### config.mk
export PLATFORM = sky130hd
export DESIGN_NAME = alu_issue_flat
export DESIGN_NICKNAME = d
export VERILOG_FILES = /design/src/rtl/alu_issue_pkg.sv /design/src/rtl/alu_issue_if.sv /design/src/rtl/alu_issue_decode.sv /design/src/rtl/alu_issue.sv /design/src/flat_wrapper.sv
export SDC_FILE = /design/constraint.sdc
export NUM_CORES = 1
export LEC_CHECK = 0
export BUFFER_PORTS_ARGS = -buffer_cell sky130_fd_sc_hd__buf_2
export CAP_MARGIN = 0
export CORE_MARGIN = 3
export CORE_UTILIZATION = 45
export CTS_CLUSTER_SIZE = 24
export DETAILED_ROUTE_END_ITERATION = 8
export PLACE_DENSITY_LB_ADDON = 0.05
export SYNTH_ARGS = -nofsm -noshare
export SYNTH_HDL_FRONTEND = slang
export SYNTH_SLANG_ARGS = --single-unit
### constraint.sdc
create_clock -name clk -period 4.6 [get_ports clk]
set_input_delay 0.46 -clock clk [delete_from_list [all_inputs] [get_ports clk]]
set_output_delay 0.46 -clock clk [all_outputs]
set_load 0.05 [all_outputs]
### src/rtl/alu_issue_pkg.sv
// Shared ALU definitions: one-hot opcode width, bit positions and RV32I field codes.
// Used by the issue stage, its decoder and anything modelling the combinational ALU.
// No logic here beyond a small one-hot helper.
package alu_issue_pkg;

    localparam int NR_ALU = 10;

    // One-hot bit positions of alu_op
    localparam int ALU_ADD  = 0;
    localparam int ALU_SUB  = 1;
    localparam int ALU_AND  = 2;
    localparam int ALU_OR   = 3;
    localparam int ALU_XOR  = 4;
    localparam int ALU_SLL  = 5;
    localparam int ALU_SRL  = 6;
    localparam int ALU_SRA  = 7;
    localparam int ALU_SLT  = 8;
    localparam int ALU_SLTU = 9;

    // funct3 codes for OP / OP-IMM
    localparam logic [2:0] F3_ADD  = 3'b000;
    localparam logic [2:0] F3_SLL  = 3'b001;
    localparam logic [2:0] F3_SLT  = 3'b010;
    localparam logic [2:0] F3_SLTU = 3'b011;
    localparam logic [2:0] F3_XOR  = 3'b100;
    localparam logic [2:0] F3_SR   = 3'b101;
    localparam logic [2:0] F3_OR   = 3'b110;
    localparam logic [2:0] F3_AND  = 3'b111;

    // funct7 codes: base encoding and the alternate (sub/sra) encoding
    localparam logic [6:0] F7_BASE = 7'h00;
    localparam logic [6:0] F7_ALT  = 7'h20;

    function automatic logic [NR_ALU-1:0] onehot(input int idx);
        onehot = {{(NR_ALU-1){1'b0}}, 1'b1} << idx;
    endfunction

endpackage

### src/rtl/alu_issue_if.sv
// Bundle of the issue handshake, the ALU drive/return path and the writeback handshake.
// slave = the issue stage itself; master = upstream/ALU/downstream environment.
// Widths follow the WIDTH/NR_ALU parameters of the instantiating context.
interface alu_issue_if
    import alu_issue_pkg::*;
#(
    parameter int WIDTH  = 32,
    parameter int NR_ALU = alu_issue_pkg::NR_ALU
) ();

    // upstream issue
    logic              in_valid;
    logic              in_ready;
    logic [2:0]        funct3;
    logic [6:0]        funct7;
    logic              is_imm;
    logic [WIDTH-1:0]  rs1_val;
    logic [WIDTH-1:0]  rs2_val;
    logic [WIDTH-1:0]  imm;

    // drive into / result from the combinational ALU
    logic [NR_ALU-1:0] alu_op;
    logic [WIDTH-1:0]  alu_in1;
    logic [WIDTH-1:0]  alu_in2;
    logic [WIDTH-1:0]  alu_out;
    logic              alu_valid;

    // downstream writeback
    logic              out_valid;
    logic              out_ready;
    logic [WIDTH-1:0]  result;
    logic              err;

    modport slave (
        input  in_valid, funct3, funct7, is_imm, rs1_val, rs2_val, imm,
        input  alu_out, alu_valid, out_ready,
        output in_ready, alu_op, alu_in1, alu_in2, out_valid, result, err
    );

    modport master (
        output in_valid, funct3, funct7, is_imm, rs1_val, rs2_val, imm,
        output alu_out, alu_valid, out_ready,
        input  in_ready, alu_op, alu_in1, alu_in2, out_valid, result, err
    );

endinterface

### src/rtl/alu_issue_decode.sv
// Combinational RV32I OP/OP-IMM decoder: funct3/funct7/is_imm -> one-hot ALU op.
// Latency: none (pure combinational).
// Backpressure: none; flags illegal encodings and I-type shifts needing shamt masking.
module alu_decode
    import alu_issue_pkg::*;
(
    input  logic [2:0]        funct3,
    input  logic [6:0]        funct7,
    input  logic              is_imm,
    output logic [NR_ALU-1:0] op,
    output logic              illegal,
    output logic              shamt_mask
);

    logic f7_base;
    logic f7_alt;
    logic is_shift;

    assign f7_base  = (funct7 == F7_BASE);
    assign f7_alt   = (funct7 == F7_ALT);
    assign is_shift = (funct3 == F3_SLL) || (funct3 == F3_SR);

    // Select the one-hot op and classify the encoding
    always_comb begin
        op         = '0;
        illegal    = 1'b0;
        shamt_mask = is_imm && is_shift;

        case (funct3)
            F3_ADD:  op = (!is_imm && f7_alt) ? onehot(ALU_SUB) : onehot(ALU_ADD);
            F3_SLL:  op = onehot(ALU_SLL);
            F3_SLT:  op = onehot(ALU_SLT);
            F3_SLTU: op = onehot(ALU_SLTU);
            F3_XOR:  op = onehot(ALU_XOR);
            F3_SR:   op = f7_alt ? onehot(ALU_SRA) : onehot(ALU_SRL);
            F3_OR:   op = onehot(ALU_OR);
            default: op = onehot(ALU_AND);
        endcase

        if (!is_imm) begin
            // register form: funct7 must be base or alt, alt only for sub/sra
            illegal = !(f7_base || f7_alt) ||
                      (f7_alt && (funct3 != F3_ADD) && (funct3 != F3_SR));
        end else begin
            // immediate form: funct7 only carries meaning for shifts; slli has no alt form
            illegal = (is_shift && !(f7_base || f7_alt)) ||
                      ((funct3 == F3_SLL) && f7_alt);
        end
    end

endmodule

### src/rtl/alu_issue.sv
// Two-stage ALU issue: S1 registers decoded op/operands into the ALU, S2 registers the result.
// Latency: 2 cycles accept-to-out_valid; 1 op/cycle sustained when out_ready stays high.
// Backpressure: valid/ready; stalls hold S1 and S2 stable, flush kills both stages.
module alu_issue
    import alu_issue_pkg::*;
#(
    parameter int WIDTH  = 32,
    parameter int NR_ALU = alu_issue_pkg::NR_ALU
) (
    input  logic        clk,
    input  logic        rst,
    input  logic        flush,
    alu_issue_if.slave  bus
);

    logic [NR_ALU-1:0] dec_op;
    logic              dec_illegal;
    logic              dec_shamt;
    logic [WIDTH-1:0]  in2_sel;

    logic              s1_valid;
    logic              s1_illegal;
    logic [NR_ALU-1:0] s1_op;
    logic [WIDTH-1:0]  s1_in1;
    logic [WIDTH-1:0]  s1_in2;

    logic              s2_valid;
    logic              s2_err;
    logic [WIDTH-1:0]  s2_result;

    logic              s2_free;
    logic              accept;
    logic              s1_advance;

    alu_decode u_decode (
        .funct3     (bus.funct3),
        .funct7     (bus.funct7),
        .is_imm     (bus.is_imm),
        .op         (dec_op),
        .illegal    (dec_illegal),
        .shamt_mask (dec_shamt)
    );

    // Immediate shifts only use the low five bits of the immediate as shamt
    assign in2_sel = !bus.is_imm ? bus.rs2_val :
                     dec_shamt   ? {{(WIDTH-5){1'b0}}, bus.imm[4:0]} :
                                   bus.imm;

    assign s2_free    = !s2_valid || bus.out_ready;
    assign bus.in_ready = !flush && (!s1_valid || s2_free);
    assign accept     = bus.in_valid && bus.in_ready;
    assign s1_advance = s1_valid && s2_free;

    // S1: capture decoded op and operands; alu_op is zero whenever S1 is empty or illegal
    always_ff @(posedge clk or posedge rst) begin
        if (rst) begin
            s1_valid   <= 1'b0;
            s1_illegal <= 1'b0;
            s1_op      <= '0;
            s1_in1     <= '0;
            s1_in2     <= '0;
        end else if (flush) begin
            s1_valid   <= 1'b0;
            s1_op      <= '0;
        end else if (accept) begin
            s1_valid   <= 1'b1;
            s1_illegal <= dec_illegal;
            s1_op      <= dec_illegal ? '0 : dec_op;
            s1_in1     <= bus.rs1_val;
            s1_in2     <= in2_sel;
        end else if (s1_advance) begin
            s1_valid   <= 1'b0;
            s1_op      <= '0;
        end
    end

    // S2: register the ALU result; illegal ops pass through with a zero result and err set
    always_ff @(posedge clk or posedge rst) begin
        if (rst) begin
            s2_valid  <= 1'b0;
            s2_result <= '0;
            s2_err    <= 1'b0;
        end else if (flush) begin
            s2_valid  <= 1'b0;
        end else if (s2_free) begin
            s2_valid <= s1_valid;
            if (s1_valid) begin
                s2_result <= s1_illegal ? '0 : bus.alu_out;
                s2_err    <= s1_illegal || !bus.alu_valid;
            end
        end
    end

    assign bus.alu_op    = s1_op;
    assign bus.alu_in1   = s1_in1;
    assign bus.alu_in2   = s1_in2;
    assign bus.out_valid = s2_valid;
    assign bus.result    = s2_result;
    assign bus.err       = s2_err;

endmodule

### src/flat_wrapper.sv
// flat-port wrapper written by rule: the top's interface ports become plain ports
module alu_issue_flat import alu_issue_pkg::*;
#(
    parameter int WIDTH  = 32,
    parameter int NR_ALU = alu_issue_pkg::NR_ALU
)
  (clk, rst, flush, bus_in_valid, bus_funct3, bus_funct7, bus_is_imm, bus_rs1_val, bus_rs2_val, bus_imm, bus_alu_out, bus_alu_valid, bus_out_ready, bus_in_ready, bus_alu_op, bus_alu_in1, bus_alu_in2, bus_out_valid, bus_result, bus_err);
  alu_issue_if #(.WIDTH(WIDTH), .NR_ALU(NR_ALU)) bus_i ();
  input  logic clk;
  input  logic rst;
  input  logic flush;
  input wire logic [$bits(bus_i.in_valid)-1:0] bus_in_valid;
  input wire logic [$bits(bus_i.funct3)-1:0] bus_funct3;
  input wire logic [$bits(bus_i.funct7)-1:0] bus_funct7;
  input wire logic [$bits(bus_i.is_imm)-1:0] bus_is_imm;
  input wire logic [$bits(bus_i.rs1_val)-1:0] bus_rs1_val;
  input wire logic [$bits(bus_i.rs2_val)-1:0] bus_rs2_val;
  input wire logic [$bits(bus_i.imm)-1:0] bus_imm;
  input wire logic [$bits(bus_i.alu_out)-1:0] bus_alu_out;
  input wire logic [$bits(bus_i.alu_valid)-1:0] bus_alu_valid;
  input wire logic [$bits(bus_i.out_ready)-1:0] bus_out_ready;
  output wire logic [$bits(bus_i.in_ready)-1:0] bus_in_ready;
  output wire logic [$bits(bus_i.alu_op)-1:0] bus_alu_op;
  output wire logic [$bits(bus_i.alu_in1)-1:0] bus_alu_in1;
  output wire logic [$bits(bus_i.alu_in2)-1:0] bus_alu_in2;
  output wire logic [$bits(bus_i.out_valid)-1:0] bus_out_valid;
  output wire logic [$bits(bus_i.result)-1:0] bus_result;
  output wire logic [$bits(bus_i.err)-1:0] bus_err;
  assign bus_i.in_valid = bus_in_valid;
  assign bus_i.funct3 = bus_funct3;
  assign bus_i.funct7 = bus_funct7;
  assign bus_i.is_imm = bus_is_imm;
  assign bus_i.rs1_val = bus_rs1_val;
  assign bus_i.rs2_val = bus_rs2_val;
  assign bus_i.imm = bus_imm;
  assign bus_i.alu_out = bus_alu_out;
  assign bus_i.alu_valid = bus_alu_valid;
  assign bus_i.out_ready = bus_out_ready;
  assign bus_in_ready = bus_i.in_ready;
  assign bus_alu_op = bus_i.alu_op;
  assign bus_alu_in1 = bus_i.alu_in1;
  assign bus_alu_in2 = bus_i.alu_in2;
  assign bus_out_valid = bus_i.out_valid;
  assign bus_result = bus_i.result;
  assign bus_err = bus_i.err;
  alu_issue #(.WIDTH(WIDTH), .NR_ALU(NR_ALU)) u_core (.clk(clk), .rst(rst), .flush(flush), .bus(bus_i));
endmodule
# ---- Word level (Yosys, flattened, before mapping)
# Index checks and enable logic that the tools add are counted.
dict set report word_totals {
  register_bits 110
  out_inout_bits 109
  wordCells 62
}
dict set report classes {
  n_eq_ne 8
  n_mux 16
  bitwise_logic 1
  reduce_logical 29
}
# op n
set ops {}
lappend ops {{$mux 32} 3}
lappend ops {{$pmux 10 s7} 1}
lappend ops {{$mux 10} 4}
lappend ops {{$eq 3x3->1 const B} 3}
lappend ops {{$logic_and 1x1->1} 9}
lappend ops {{$mux 8} 1}
lappend ops {{$eq 7x6->1 const B} 1}
lappend ops {{$logic_not 7->1} 1}
lappend ops {{$logic_or 1x1->1} 7}
lappend ops {{$eq 3x2->1 const B} 2}
lappend ops {{$logic_not 1->1} 6}
lappend ops {{$mux 1} 6}
lappend ops {{$reduce_bool 3->1} 2}
lappend ops {{$eq 3x1->1 const B} 1}
lappend ops {{$logic_not 3->1} 1}
lappend ops {{$ne 3x3->1 const B} 1}
lappend ops {{$reduce_and 3->1} 1}
lappend ops {{$mux 2} 1}
lappend ops {{$reduce_and 2->1} 1}
lappend ops {{$reduce_bool 2->1} 1}
lappend ops {{$not 1->1} 1}

# ---- Longest topological paths before layout
dict set report logic_depth {
  ltp_word 9
  ltp_mapped 8
  depth_no_buf 5
}

# ---- Cells and area by module
# Synthesis repeated with hierarchy kept, for this count alone.
dict set report unflattened {
  cells_unflattened 399
  hier_area_um2 5093.6
}
# mod n_inst cells_each area_per_inst_um2
set modules_own_cells {}
lappend modules_own_cells {alu_issue 1 374 4939.7}
lappend modules_own_cells {alu_decode 1 25 153.9}

# ---- Worst setup path before layout
# Ideal clock, no wire load.
dict set report synth_timing {
  path_kind {reg2reg}
  startpoint {reg u_core.s2_valid, in the netlist u_core.bus.out_valid}
  endpoint {reg u_core.s1_in1[0], in the netlist u_core.bus.alu_in1[0]}
  arrival_time_ns 2.069
  required_time_ns 4.472
  path_slack_ns 2.404
  path_stages_with_launch 7
  n_path_buf 2
  synth_period_minus_slack_ns 2.196
  cell_sequence {dfrtp_1 nor2b_4 a21oi_2 nand2_1 buf_6 buf_2 mux2_1}
}
dict set report synth_via {
  elab_chain_len 6
}
# element line
set synth_lines {}
lappend synth_lines {{start: declaration} alu_issue.sv:27} ;# logic s2_valid;
lappend synth_lines {{start signal: assignment} alu_issue.sv:86} ;# s2_valid <= s1_valid;
lappend synth_lines {{$logic_not 1->1} alu_issue.sv:49} ;# assign s2_free = !s2_valid || bus.out_ready;
lappend synth_lines {{$logic_or 1x1->1} alu_issue.sv:49}
lappend synth_lines {{$logic_or 1x1->1} alu_issue.sv:50} ;# assign bus.in_ready = !flush && (!s1_valid || s2_free);
lappend synth_lines {{$logic_and 1x1->1} alu_issue.sv:50}
lappend synth_lines {{via bus_in_ready} flat_wrapper.sv:22} ;# output wire logic [$bits(bus_i.in_ready)-1:0] bus_in_ready;
lappend synth_lines {{$logic_and 1x1->1} alu_issue.sv:51} ;# assign accept = bus.in_valid && bus.in_ready;
lappend synth_lines {{$reduce_and 2->1 (no line)} -}
lappend synth_lines {{end signal: assignment} alu_issue.sv:69} ;# s1_in1 <= bus.rs1_val;
lappend synth_lines {{end: declaration} alu_issue.sv:24} ;# logic [WIDTH-1:0] s1_in1;
# The timed path passes the listed nets, and every way through them passes these cells.
# A chain may end at the register's enable or synchronous reset.

# ---- Worst setup path after layout
dict set report layout_timing {
  startpoint {reg u_core.s2_valid, in the netlist u_core.bus.out_valid}
  endpoint {reg u_core.s1_op[0], in the netlist u_core.bus.alu_op[0]}
}
dict set report layout_via {
  elab_chain_len 7
  elab_cells_between_ends 9
}
# element line
set layout_lines {}
lappend layout_lines {{$logic_not 1->1 (*)} alu_issue.sv:49}
lappend layout_lines {{$logic_or 1x1->1 (*)} alu_issue.sv:49}
lappend layout_lines {{$logic_or 1x1->1} alu_issue.sv:50}
lappend layout_lines {{$logic_and 1x1->1} alu_issue.sv:50}
lappend layout_lines {{$logic_and 1x1->1} alu_issue.sv:51}
lappend layout_lines {{$mux 10} alu_issue.sv:65} ;# end else if (accept) begin
lappend layout_lines {{$mux 10} alu_issue.sv:62} ;# end else if (flush) begin
lappend layout_lines {{end signal: assignment} alu_issue.sv:68} ;# s1_op <= dec_illegal ? '0 : dec_op;
lappend layout_lines {{end: declaration} alu_issue.sv:23} ;# logic [NR_ALU-1:0] s1_op;
# Every way passes the cells marked *; elsewhere a longest branch is shown, timed or not.

==> out/qor.yml <==
status: "complete, no violations"
grt_pass1_vias: 3822
setup_tns_ns: 0
cts_root_buf: "clkbuf_8"
endpoint_kind: "flip-flop"
grt_pass1_wl_um: 18700
syn-num-nets: 587
pwr-share-comb: 0.327
clkSlewWorstSetupHoldPaths_ns: 0.09
rr_worst_depth: 5
synth_seq_cells: 110
antenna_found_initial: 0
finClkSkew_ns: 0.00999
post-cts-setup-buffer-count: 0
htree_levels: 3
start_util: 0.473
drc: 0
wl_per_cell_um: 14.8
cp.required_ns: 4.90
vias: 3978
max-vdd-ir-drop_mv: 0.218
postRouteWirelength_um: 12100
crit_end: "u_core.bus.alu_op[0]$_DFFE_PP0P_"
slew_headroom: 0.284
antenna_cells: 0
drtIter0Drc: 234
finalNetCount: 821
pwr-share-seq: 0.440
first_pass_iters: 4
avgSynthCellArea_um2: 10.7
ys.flop_type: "dfrtp_1"
hpwl_um: 9080
p_sw_frac: 0.388
cts_resized: 0
drv_slew: 0
synthesis.area_um2: 4710
syn2layout_area_growth_pct: 32.1
fin_util: 0.625
r2r_start: "u_core.bus.out_valid$_DFFE_PP0P_"
portBuffers: 253
synthTopCellsByCount: "dfrtp_1, nand2_1, mux2_1, nand3_1, nor2b_1"
synthCells: 442
powerDensity_nw_per_um2: 419
worstPathCellList: "nor2b_4 -> a21oi_2 -> nand2_4 -> nor4_4 -> a32o_1"
core_region_area_um2: 9950
ant_nets: 0
synth-seq-area-share: 0.584
grt_max_degree: 102
max_slew.worst_pin.slew_ns: 1.07
synthArstFlopShare: 1.00
fp-row-count: 36
die_x_um: 108
crit_arrival_ns: 2.42
finalCriticalPeriod_ns: 2.12
clockBufferDepth: 2
grt_usage: 0.204
netlist_top_cells_area: "dfrtp_1, nand2_1, mux2_1"
die_height_um: 108
gp_congestion: 0.761
pwr-share-clk: 0.233
slowest_stage: "nand2_4"
worstSetupPathType: "reg2reg"
min_path_cells: 2
r2r-end: "u_core.bus.alu_op[0]$_DFFE_PP0P_"
synth_top_area_share: 0.584
yosysMostFrequentCell: "dfrtp_1"
critPathMaxStageDelay_ns: 0.55
rsz0062_at_grt: "no"
cts_hold_buf: 0
min_period_over_period: 0.460
setup_viol: 0
cp-start-kind: "flip-flop"
overflow: 0
yosys.area.top_type: "dfrtp_1"
ys_warn_count: 0
instances_no_fill: 813
hold_ws_ns: 0.284
ys_types: 34
io_pins: 254
finalPower_mw: 2.61
drv_cap: 0
numCtsBuffers: 9
cts.sinks: 110
cts_tree: "yes"
drive_gt1_frac: 0.413
net-switching-power_mw: 1.01
placedCellCount: 798
synth_edf_count: 0
clk-insertion-delay-late_ns: 0.36
via_per_inst: 4.89
critPathLaunch: "u_core.bus.out_valid$_DFFE_PP0P_"
r2r_setup_slack_ns: 2.48
p_int_mw: 1.60
worstHoldPathType: "in2reg"
path_max_fanout: 101
die_area_um2: 11700
hold_violations: 0
max_freq_mhz: 472
p_leak_nw: 3.33
## sequential cells by signal, indices dropped and copies added, names as in the netlist
name	cells
u_core.bus.result	32
u_core.bus.alu_in2	32
u_core.s1_valid	1
u_core.s1_illegal	1
u_core.bus.alu_op	10
u_core.bus.alu_in1	32
u_core.bus.err	1
u_core.bus.out_valid	1
## routing by layer
metal	share of wire	up-vias	global-route usage
met5	0	-	0
met4	0.019	0	0.0830
met3	0.087	15	0.0519
met2	0.49	166	0.349
met1	0.40	1824	0.247
li1	-	1973	-
## area by class of cell
type	instances	area, um^2
multi-input cells	295	1800
clock inverters	4	72.6
clock buffers	11	131
well taps	133	166
repair buffers	255	1280
inverters	5	21.3
fillers	872	3730
flip-flops and latches	110	2750
## cell families after synthesis
kind of cell    Yosys count  share of synthesized area
buf+inv                  37                     0.0369
simple gates            181                      0.186
mux                      37                     0.0871
compound gates           77                      0.106
flops                   110                      0.584
## power groups by stage
stage	Clock [mW]	Combinational, mW	Sequential (mW)
after detailed placement	0	0.865	1.17
after CTS	0.629	0.864	1.15
after floorplan	0	0.180	1.61
final	0.607	0.853	1.15
after global placement	0	0.855	1.16
after global routing	0.664	0.910	1.17
## cells in the final DEF (no fill, tap or decap), types with 15 or more instances in the layout
| cell type | instances |
|---|---|
| o21ai_1 | 17 |
| mux2_1 | 32 |
| buf_2 | 253 |
| dfrtp_1 | 110 |
| nor2b_1 | 29 |
| a31oi_1 | 28 |
| o21ai_0 | 15 |
| nand2_1 | 99 |
| nand3_1 | 32 |
## metrics by stage
stage          setup WS, ns  area, um^2
2_1_floorplan          1.24        4710
3_3_place_gp           2.31        6020
3_5_place_dp           2.23        6020
4_1_cts                2.44        6220
5_1_grt                2.28        6220
6_report               2.48        6220
## worst max-delay path, delay by kind of cell, from the launching register on
kind               cells  cell delay (ns)
DFF                    1             0.38
and+or+nand+nor        3             1.23
AOI/OAI and AO/OA      2             0.41
## worst min-delay path by stage
stage                                       from                                 to  slack (ns)
2_1_floorplan                              flush   u_core.bus.out_valid$_DFFE_PP0P_        0.53
3_3_place_gp   u_core.bus.result[11]$_DFFE_PP0P_  u_core.bus.result[11]$_DFFE_PP0P_        0.44
3_5_place_dp   u_core.bus.result[29]$_DFFE_PP0P_  u_core.bus.result[29]$_DFFE_PP0P_        0.45
4_1_cts                            bus_alu_valid         u_core.bus.err$_DFFE_PP0P_        0.26
5_1_grt                            bus_alu_valid         u_core.bus.err$_DFFE_PP0P_        0.27
6_report                           bus_alu_valid         u_core.bus.err$_DFFE_PP0P_        0.28
Power figures use the tool's default switching activity.
